**src/rtl/ula_stack_seq.sv**
```systemverilog
// rtl/ula_stack_seq.sv - operand sequencer and LIFO data stack feeding the combinational ULA
// Optional macro ULA_STACK_DIVZERO_TRAP_EN: trap DIV by zero at LOAD instead of writing all-ones.
module ula_stack_seq #(
  parameter  int DATA_SIZE = 11,
  parameter  int DEPTH     = 8,
  localparam int DW        = $clog2(DEPTH + 1)
) (
  input  logic                 clk,
  input  logic                 rst_n,
  input  logic                 cmd_valid,
  output logic                 cmd_ready,
  input  logic [3:0]           cmd_op,
  input  logic [DATA_SIZE-1:0] cmd_data,
  output logic [DATA_SIZE-1:0] ula_operand_a,
  output logic [DATA_SIZE-1:0] ula_operand_b,
  output logic [3:0]           ula_opcode,
  input  logic [DATA_SIZE-1:0] ula_out,
  output logic [DATA_SIZE-1:0] top_data,
  output logic [DW-1:0]        depth,
  output logic                 busy,
  output logic                 err,
  output logic [1:0]           err_code
);

  localparam int AW = $clog2(DEPTH);
  localparam logic [3:0] OP_NOP  = 4'd0;
  localparam logic [3:0] OP_PUSH = 4'd1;
  localparam logic [3:0] OP_POP  = 4'd2;
  localparam logic [3:0] OP_DUP  = 4'd3;
  localparam logic [3:0] OP_DIV  = 4'd7;
  localparam logic [3:0] OP_NOT  = 4'd13;
  localparam logic [DW-1:0] FULL = DW'(DEPTH);

  typedef enum logic [1:0] {IDLE, LOAD, EXEC, WB} state_t;

  state_t               state, state_nxt;
  logic [DATA_SIZE-1:0] stack [DEPTH];
  logic [DW-1:0]        cnt, dm1, dm2;
  logic [AW-1:0]        ia0, ia1, ia2;
  logic [3:0]           op_q;
  logic [DATA_SIZE-1:0] result;
  logic                 accept, is_alu;
  logic [1:0]           chk;
`ifdef ULA_STACK_DIVZERO_TRAP_EN
  logic                 div_zero;
`endif

  assign dm1 = cnt - 1'b1;
  assign dm2 = cnt - 2'd2;
  assign ia0 = cnt[AW-1:0];
  assign ia1 = dm1[AW-1:0];
  assign ia2 = dm2[AW-1:0];

  assign cmd_ready = (state == IDLE) && rst_n;
  assign busy      = (state != IDLE);
  assign depth     = cnt;
  assign top_data  = (cnt == '0) ? '0 : stack[ia1];
  assign accept    = cmd_valid && cmd_ready;
  assign is_alu    = (cmd_op >= 4'd4) && (cmd_op <= 4'd13);
`ifdef ULA_STACK_DIVZERO_TRAP_EN
  assign div_zero  = (op_q == OP_DIV) && (stack[ia1] == '0);
`endif

  // Admission check of the offered command against the current depth
  always_comb begin
    chk = 2'd0;
    case (cmd_op)
      OP_NOP:         chk = 2'd0;
      OP_PUSH:        if (cnt == FULL) chk = 2'd2;
      OP_POP:         if (cnt == '0) chk = 2'd1;
      OP_DUP:         if (cnt == '0) chk = 2'd1; else if (cnt == FULL) chk = 2'd2;
      OP_NOT:         if (cnt == '0) chk = 2'd1;
      4'd14, 4'd15:   chk = 2'd3;
      default:        if (cnt < DW'(2)) chk = 2'd1;
    endcase
  end

  always_ff @(posedge clk or negedge rst_n) begin
    if (!rst_n) state <= IDLE;
    else        state <= state_nxt;
  end

  always_comb begin
    state_nxt = state;
    case (state)
      IDLE: if (accept && chk == 2'd0 && is_alu) state_nxt = LOAD;
`ifdef ULA_STACK_DIVZERO_TRAP_EN
      LOAD: state_nxt = div_zero ? IDLE : EXEC;
`else
      LOAD: state_nxt = EXEC;
`endif
      EXEC: state_nxt = WB;
      WB:   state_nxt = IDLE;
      default: state_nxt = IDLE;
    endcase
  end

  always_ff @(posedge clk or negedge rst_n) begin
    if (!rst_n) begin
      for (int i = 0; i < DEPTH; i++) stack[i] <= '0;
      cnt           <= '0;
      op_q          <= '0;
      result        <= '0;
      ula_operand_a <= '0;
      ula_operand_b <= '0;
      ula_opcode    <= '0;
      err           <= 1'b0;
      err_code      <= 2'd0;
    end else begin
      err <= 1'b0;
      case (state)
        IDLE: if (accept) begin
          err_code <= chk;
          if (chk != 2'd0) begin
            err <= 1'b1;
          end else begin
            case (cmd_op)
              OP_PUSH: begin stack[ia0] <= cmd_data; cnt <= cnt + 1'b1; end
              OP_POP:  cnt <= dm1;
              OP_DUP:  begin stack[ia0] <= top_data; cnt <= cnt + 1'b1; end
              default: if (is_alu) op_q <= cmd_op;
            endcase
          end
        end
        LOAD: begin
`ifdef ULA_STACK_DIVZERO_TRAP_EN
          if (div_zero) begin
            err      <= 1'b1;
            err_code <= 2'd3;
          end else
`endif
          begin
            ula_operand_a <= (op_q == OP_NOT) ? '0 : stack[ia2];
            ula_operand_b <= stack[ia1];
            ula_opcode    <= op_q;
          end
        end
`ifdef ULA_STACK_DIVZERO_TRAP_EN
        EXEC: result <= ula_out;
`else
        // ULA output is undefined on divide by zero; keep X out of the stack
        EXEC: result <= (ula_opcode == OP_DIV && ula_operand_b == '0) ? {DATA_SIZE{1'b1}} : ula_out;
`endif
        WB: begin
          if (op_q == OP_NOT) begin
            stack[ia1] <= result;
          end else begin
            stack[ia2] <= result;
            cnt        <= dm1;
          end
          ula_operand_a <= '0;
          ula_operand_b <= '0;
          ula_opcode    <= '0;
        end
        default: ;
      endcase
    end
  end

endmodule

```
**config.mk**
```make
export PLATFORM = sky130hd
export DESIGN_NAME = ula_stack_seq
export DESIGN_NICKNAME = d
export VERILOG_FILES = /design/src/rtl/ula_stack_seq.sv
export SDC_FILE = /design/constraint.sdc
export NUM_CORES = 1
export LEC_CHECK = 0
export ABC_AREA = 1
export BUFFER_PORTS_ARGS = -buffer_cell sky130_fd_sc_hd__buf_2
export CORE_UTILIZATION = 55
export CTS_CLUSTER_SIZE = 12
export DETAILED_ROUTE_END_ITERATION = 10
export PLACE_DENSITY = 0.75
export SYNTH_ARGS = -nofsm -noshare
export SYNTH_HDL_FRONTEND = slang
export SYNTH_SLANG_ARGS = --single-unit
```
**constraint.sdc**
```tcl
create_clock -name clk -period 2.8 [get_ports clk]
set_clock_uncertainty 0.15 [all_clocks]
set_input_delay 0.14 -clock clk [delete_from_list [all_inputs] [get_ports clk]]
set_output_delay 0.14 -clock clk [all_outputs]
set_load 0.01 [all_outputs]
```
==> results.txt, run 1 <==
- The run finished with clean final reports.
- In this run the number of H-tree levels came out at 4.
- The tool flagged a number of max-cap violations equal to 0.
- Max Transition Viols Final: 0
- Time the final worst path needs with I/O delays and setup: 2.67 ns
- The floorplan step set the die height to 133 um.
* Pre-antenna DRT Iters: 6
- Die width: 133 um
* Ranking of synthesized cells by area: sky130_fd_sc_hd__dfrtp_1, sky130_fd_sc_hd__nand2_1, sky130_fd_sc_hd__nor2_1
* Crit Path Class: reg -> out
- The highest layer touched by signal routing is met4.
- In the finished design, the share of the clock period the worst path needs comes to 0.953.
- Number of input and output port buffers inserted: 74
* Initial Utilization: 0.564
- TritonCTS built the clock tree.
- First-pass GRT wire length: 54200 um
* Final hold violations: 0
- The tightest min-delay check is of the in -> reg type.
- Number of clock sinks: 138
* Top achievable clock speed: 375 MHz
- Library cells used by synthesis: 30
- Count of final setup violators: 0
- Counting flops with a built-in enable in the synthesized netlist gives 0.
- Post-route cell area: 0.0109 mm^2
- Dividing the detail-routed wire length by the instance count gives 18.3 um.
- Cell type contributing the most total cell area after synthesis: sky130_fd_sc_hd__dfrtp_1
* Critical Path Source Type: flop
* Top Ports: 75
- The tree is rooted in a sky130_fd_sc_hd__clkbuf_16.
- Syn-to-layout area delta: 16.1%
- Initial antenna violation count: 0
- The layout has 1587 filler cells.
- Via count of the first global-routing pass: 9431
- Detailed routing placed a total of 4650 um of wire on met3.
- In the routed layout, each cell is associated on average with a via count of 5.64.
- The number of antenna diodes in the final layout is 0.
* Synthesis Warnings: 0
* Pin count of the biggest net entering global routing: 101
- Metal-1 WL: 14300 um
- For this run, design rule violations remaining after detail routing come to 0.
- Max FO, Critical Path: 21
- Of all flip-flops after synthesis, the portion carrying an async set or reset was 1.00.
- Crit. End Element: output port
- Sum of met2 wire segment lengths after detailed routing: 14400 um
- Post-detailed-routing wire length: 34600 um
- Netlist Area Pre-Place: 0.00938 mm^2
- Lkg Pwr: 6.12 nW
* Clock-pin slew on the worst setup and hold paths: 0.07 ns
- Setup repair after global routing missed its margin: false
- In the layout the commonest cells are sky130_fd_sc_hd__nand2_1, sky130_fd_sc_hd__nor2_1, sky130_fd_sc_hd__dfrtp_1.
* Later-pin clock latency in the skew report: 0.43 ns
- Share of post-route cells with drive strength above 1: 0.102
- Final global-route overflow total: 0
* TritonCTS Buffers: 17
* Top cell type's share of synthesized area: 0.368
- Total power density per cell area: 1320 mW/mm^2
* Num rows: 47
- Gate count of the mapped netlist: 1577
- VDD IR max: 0.000799 V
- Most common library cell in the layout ignoring fill and taps: sky130_fd_sc_hd__nand2_1
- Buffer levels on the longest clock path: 2
- Worst rel slew slack: 0.304
* Part of the Yosys area used for sequential elements: 0.368
- Post-layout net count: 1697
- After floorplanning, the core was sized to cover 0.0166 mm^2.
- After the first detailed-routing iteration, the DRC count stood at 1454.
- Overall fraction of global-route tracks in use: 0.409
* Multi-input combinational cell area: 0.00530 mm^2
* Seq cells post-synth: 138
- Detail Placement HPWL: 25100 um
- DR vias: 10655
- Worst EP arrival: 2.38 ns
* Transition at the pin with the smallest max-transition slack: 1.04 ns
- Required time at the endpoint of the critical path: 2.51 ns
- The die covers 0.0176 mm^2.
- Syn Nets: 1618
- Final GP Congestion: 1.06
- Dominant synthesized flop cell: sky130_fd_sc_hd__dfrtp_1
- Placed Instance Area: 0.0101 mm^2
* Syn avg cell area: 5.95 um^2
- The detail route stage leaves a number of antenna-violating nets equal to 0.
- Setup TNS: 0 ns
* Final Core Density: 0.654
- Summing all flip-flop and latch instances after layout gives 0.00345 mm^2.
* Hold_ws: 0.132 ns
## stage by stage
step | worst slack [ns] | cells | power, mW
6_report | 0.131 | 1889 | 14.4
5_1_grt | 0.00835 | 1889 | 15.5
4_1_cts | 0.132 | 1888 | 14.1
3_5_place_dp | 0.146 | 1837 | 11.9
3_3_place_gp | 0.175 | 1837 | 11.9
2_1_floorplan | 0.0104 | 1577 | 8.98
## worst max-delay path, cell delays in order, from the launching register on
cell,delay (ns)
sky130_fd_sc_hd__dfrtp_2,0.41
sky130_fd_sc_hd__inv_4,0.06
sky130_fd_sc_hd__ha_1,0.38
sky130_fd_sc_hd__inv_1,0.15
sky130_fd_sc_hd__buf_12,0.17
sky130_fd_sc_hd__nand2_1,0.06
sky130_fd_sc_hd__nand2_1,0.08
sky130_fd_sc_hd__nand2_1,0.12
sky130_fd_sc_hd__nand2_1,0.12
sky130_fd_sc_hd__nand2_1,0.14
sky130_fd_sc_hd__inv_1,0.11
sky130_fd_sc_hd__buf_2,0.13
## flip-flops by register name (all words and copies together), names as in the netlist
name and cells:
depth 4, result 11, op_q 4, ula_operand_b 11
err_code 2, ula_opcode 4, state 2, stack 88
err 1, ula_operand_a 11
## routing by layer
metal  up-vias  GRT usage
met4         0      0.164
met5         -          0
met3        91     0.0950
met2       717      0.584
li1       5015          -
met1      4832      0.594
## cells in the mapped netlist, types with 5 or more instances
cell type                  count
sky130_fd_sc_hd__a21oi_1       8
sky130_fd_sc_hd__a31oi_1      11
sky130_fd_sc_hd__buf_2        25
sky130_fd_sc_hd__clkbuf_1     53
sky130_fd_sc_hd__dfrtp_1     138
sky130_fd_sc_hd__ha_1         12
sky130_fd_sc_hd__inv_1        70
sky130_fd_sc_hd__nand2_1     881
sky130_fd_sc_hd__nand3_1      53
sky130_fd_sc_hd__nand3b_1      5
sky130_fd_sc_hd__nor2_1      187
sky130_fd_sc_hd__o21ai_0      71
sky130_fd_sc_hd__o22ai_1      21
sky130_fd_sc_hd__xor2_1        5
## final timing paths
path                              from  depth (start not counted)               end  slack (ns)
max                           depth[0]                         11       top_data[1]        0.13
min                        cmd_data[7]                          7          stack[7]        0.13
max reg2reg                    op_q[1]                          8         stack[71]        0.16
min reg2reg                err_code[1]                          2       err_code[1]        0.33
max in group asynchronous        rst_n                          3  ula_operand_a[1]        1.16
min in group asynchronous        rst_n                          3           op_q[3]        0.20
## final cells by class
type                            instances  share of cell area
Multi-Input combinational cell       1280               0.487
Sequential cell                       138               0.317
Timing Repair Buffer                  144              0.0930
Clock buffer                           19              0.0416
Inverter                               75              0.0261
Tap cell                              220              0.0253
Clock inverter                         13              0.0101
## report_power, final
group / internal (mW) / switching [mW] / total [mW] / leakage [nW]
registers: 2.96 / 1.17 / 4.13 / 1.63
logic: 2.69 / 5.42 / 8.11 / 4.22
clock network: 1.20 / 0.971 / 2.17 / 0.273
## what timing repair did
item	4_1_cts	5_1_grt
gates resized for setup	0	2
hold buffers	19	0
endpoints found under the setup margin	0	8
setup buffers	0	1
endpoints found under the hold margin	75	0
## logic make-up (layout without fill, tap and decap cells)
| group | count (synthesis) | after routing | share of synthesized area |
|---|---|---|---|
| compound gates | 121 | 121 | 0.0724 |
| mux | 1 | 1 | 0.00107 |
| simple gates | 1141 | 1141 | 0.469 |
| fa+ha+maj | 12 | 12 | 0.0160 |
| xor+xnor | 5 | 5 | 0.00467 |
| buf+inv | 159 | 251 | 0.0684 |
| flops | 138 | 138 | 0.368 |
No activity file was read; power rests on OpenSTA's default activity.
==> run 2: changes to the inputs <==
CORE_UTILIZATION = 65   (was 55)
PLACE_DENSITY = 0.83   (was 0.75)
clock period = 3.2 ns   (was 2.8 ns; I/O delays follow)
==> run 2 against run 1 <==
  * Design area down 2.5%
  * Largest cell class unchanged
  * Via count grew 2.3%
  * Global-route usage increased by 6.7 points
  * Critical endpoint is now top_data[2]
  * Sequential cell count unchanged
==> results.txt, run 2 (synthesis results as in run 1) <==
- Of the cells placed in the final design, the portion with a size suffix greater than 1 is 0.0898.
- The first global-routing pass estimated 52400 um of wire.
- The via count of the first global-routing pass is 9625.
- Broken down by cell family, the worst path's largest delay share belongs to buffers and inverters.
* Most frequent cells in the layout: sky130_fd_sc_hd__nand2_1, sky130_fd_sc_hd__nor2_1, sky130_fd_sc_hd__dfrtp_1
- Headroom to the max-slew limit came out at 0.385.
* DR vias: 10895
- Number of input and output port buffers inserted: 74
- For this run, design rule violations remaining after detail routing come to 0.
- Outcome: finished clean
- The H-tree generated during clock tree synthesis spans 4 levels.
- The analysis attributes to cell leakage a power of 6.01 nW.
* Final hold violations: 0
- Count of final setup violators: 0
* Vert. Die Dim: 122 um
* Syn-to-layout area delta: 13.2%
* Placed Instance Area: 0.00989 mm^2
* Met1 Resource Use GR: 0.616
- Buffers added to address setup during post-CTS repair amount to 0.
- After floorplanning, the core was divided into 43 placement rows.
- In this design, the stage delay of the slowest critical-path cell is 0.38 ns.
* Critical Path Source Type: flop
* Top achievable clock speed: 354 MHz
- Total power density per cell area: 1180 mW/mm^2
- Critical Path Stages: 12
* Die width: 122 um
- Worst path cell trace: inv_1 > buf_4 > ha_1 > inv_1 > nand2_1 > nand2_2 > inv_1 > nand2_1 > nand2_1 > nand2_1 > inv_1 > buf_2
* Detail Route Antenna Nets: 0
- Data on the critical path arrives at its endpoint at 2.51 ns.
* Max Transition Viols Final: 0
* Required time at the endpoint of the critical path: 2.89 ns
- TritonCTS built the clock tree.
* Die Outline Area: 0.0149 mm^2
* Max FO, Critical Path: 22
- The tree is rooted in a sky130_fd_sc_hd__clkbuf_16.
- The setup check on the worst reg-to-reg path leaves a slack of 0.41 ns.
- Met2 routing resource usage after global routing: 0.685
- The worst setup path is captured at an output port.
- The layer flagged by global routing as most heavily used is met2.
- The congestion estimate from routability-driven global placement came to 1.10.
- Time the final worst path needs with I/O delays and setup: 2.82 ns
- Max-cap violations in this run came to 0.
- Flip-flop count of the largest register after layout: 88
- The later pin in the worst-skew pair is clocked with a latency of 0.44 ns.
- Initial antenna violation count: 0
- Worst Hold Class: in -> async
- At the pin with the least slew margin, the transition time is 0.919 ns.
* Launching point of the worst reg2reg path: depth[1]
- Via count normalized by instance count: 5.96
- Prior to clock tree synthesis, the placed netlist has a worst setup slack of 0.512 ns.
- Entering global routing, the biggest net connects 101 pins.
* Pre-antenna DRT Iters: 6
- Setup repair after global routing missed its margin: false
- Post-route cell area: 0.0106 mm^2
- Post-layout net count: 1676
* Worst reg2reg path depth: 15
- Clock-pin slew was measured on the worst setup and hold paths at 0.06 ns.
- Crit Path Class: reg -> out
* Crit share post-route: 0.883
* Initial Utilization: 0.670
* Core Area: 0.0140 mm^2
- The longest clock path from root to sink contains 2 buffers.
* Average wire per cell in the routed design: 18.7 um
- Detailed placement finished with a half-perimeter wire length of 24300 um.
- The final layout contains routed wiring with a total length of 34100 um.
- The worst-case IR drop observed on VDD is 0.000686 V.
- CTS saw 138 sinks.
- Setup TNS: 0 ns
- Most common library cell in the layout ignoring fill and taps: sky130_fd_sc_hd__nand2_1
- Final global-route overflow total: 0
- ANT cells: 0
- Counting both buffers and inverters, the worst setup path holds a total of 6.
* Worst setup margin: 0.376 ns
- Start point of the critical path: depth[1]
- In the global route stage, met3 resource usage came out at 0.189.
- TritonCTS Buffers: 17
- Register bank with the most flops: stack
* Cell with the largest stage delay on the worst path: sky130_fd_sc_hd__dfrtp_1
- Overall fraction of global-route tracks in use: 0.476
* Starting DRT DRC Count: 1744
- Top Ports: 75
## run 2: cell types whose count changed in the layout (fill, tap and decap cells not counted), sizes merged
| cell | delta |
|---|---|
| inv | -3 |
| bufinv | +1 |
| buf | -19 |
| clkinv | +2 |
| dlygate4sd3 | -2 |
## run 2: per-layer routing
metal / wire [um] / vias to the layer above
met3: 5360 / 168
met2: 14200 / 890
met4: 1870 / 0
li1: - / 4969
met1: 12700 / 4868
met5: 0 / -
## run 2: final cells by class
| type | instances | area, um^2 |
|---|---|---|
| fillers | 1118 | 3370 |
| clock inverters | 13 | 121 |
| clock buffers | 19 | 433 |
| well taps | 180 | 225 |
| inverters | 75 | 284 |
| flip-flops and latches | 138 | 3450 |
| multi-input cells | 1280 | 5290 |
| repair buffers | 123 | 812 |
## run 2: through the flow
stage / util / std cells / total power, mW / hold WS, ns
global route: 0.759 / 1828 / 13.3 / 0.0556
finish: 0.759 / 1828 / 12.5 / 0.0196
global placement: 0.707 / 1779 / 10.1 / -0.0891
floorplan: - / 1577 / 7.84 / -0.286
detailed placement: 0.707 / 1779 / 10.2 / -0.0840
CTS: 0.759 / 1828 / 12.2 / 0.0367
## run 2: worst paths after layout
kind                                     to
worst min register to register  err_code[1]
worst max register to register    stack[35]
min in group clk                  stack[79]
worst min-delay path                op_q[1]
worst max-delay path            top_data[2]
max in group asynchronous         stack[16]
## run 2: repair_timing
item,in CTS,in global routing
resized for setup,0,0
hold buffers,17,0
endpoints found under the hold margin,84,0
endpoints found under the setup margin,0,0
## run 2: power by group
group	switching, mW	total, mW	internal [mW]
clock	0.822	1.89	1.07
combinational	4.78	6.97	2.19
sequential	1.09	3.68	2.59
total	6.69	12.5	5.85
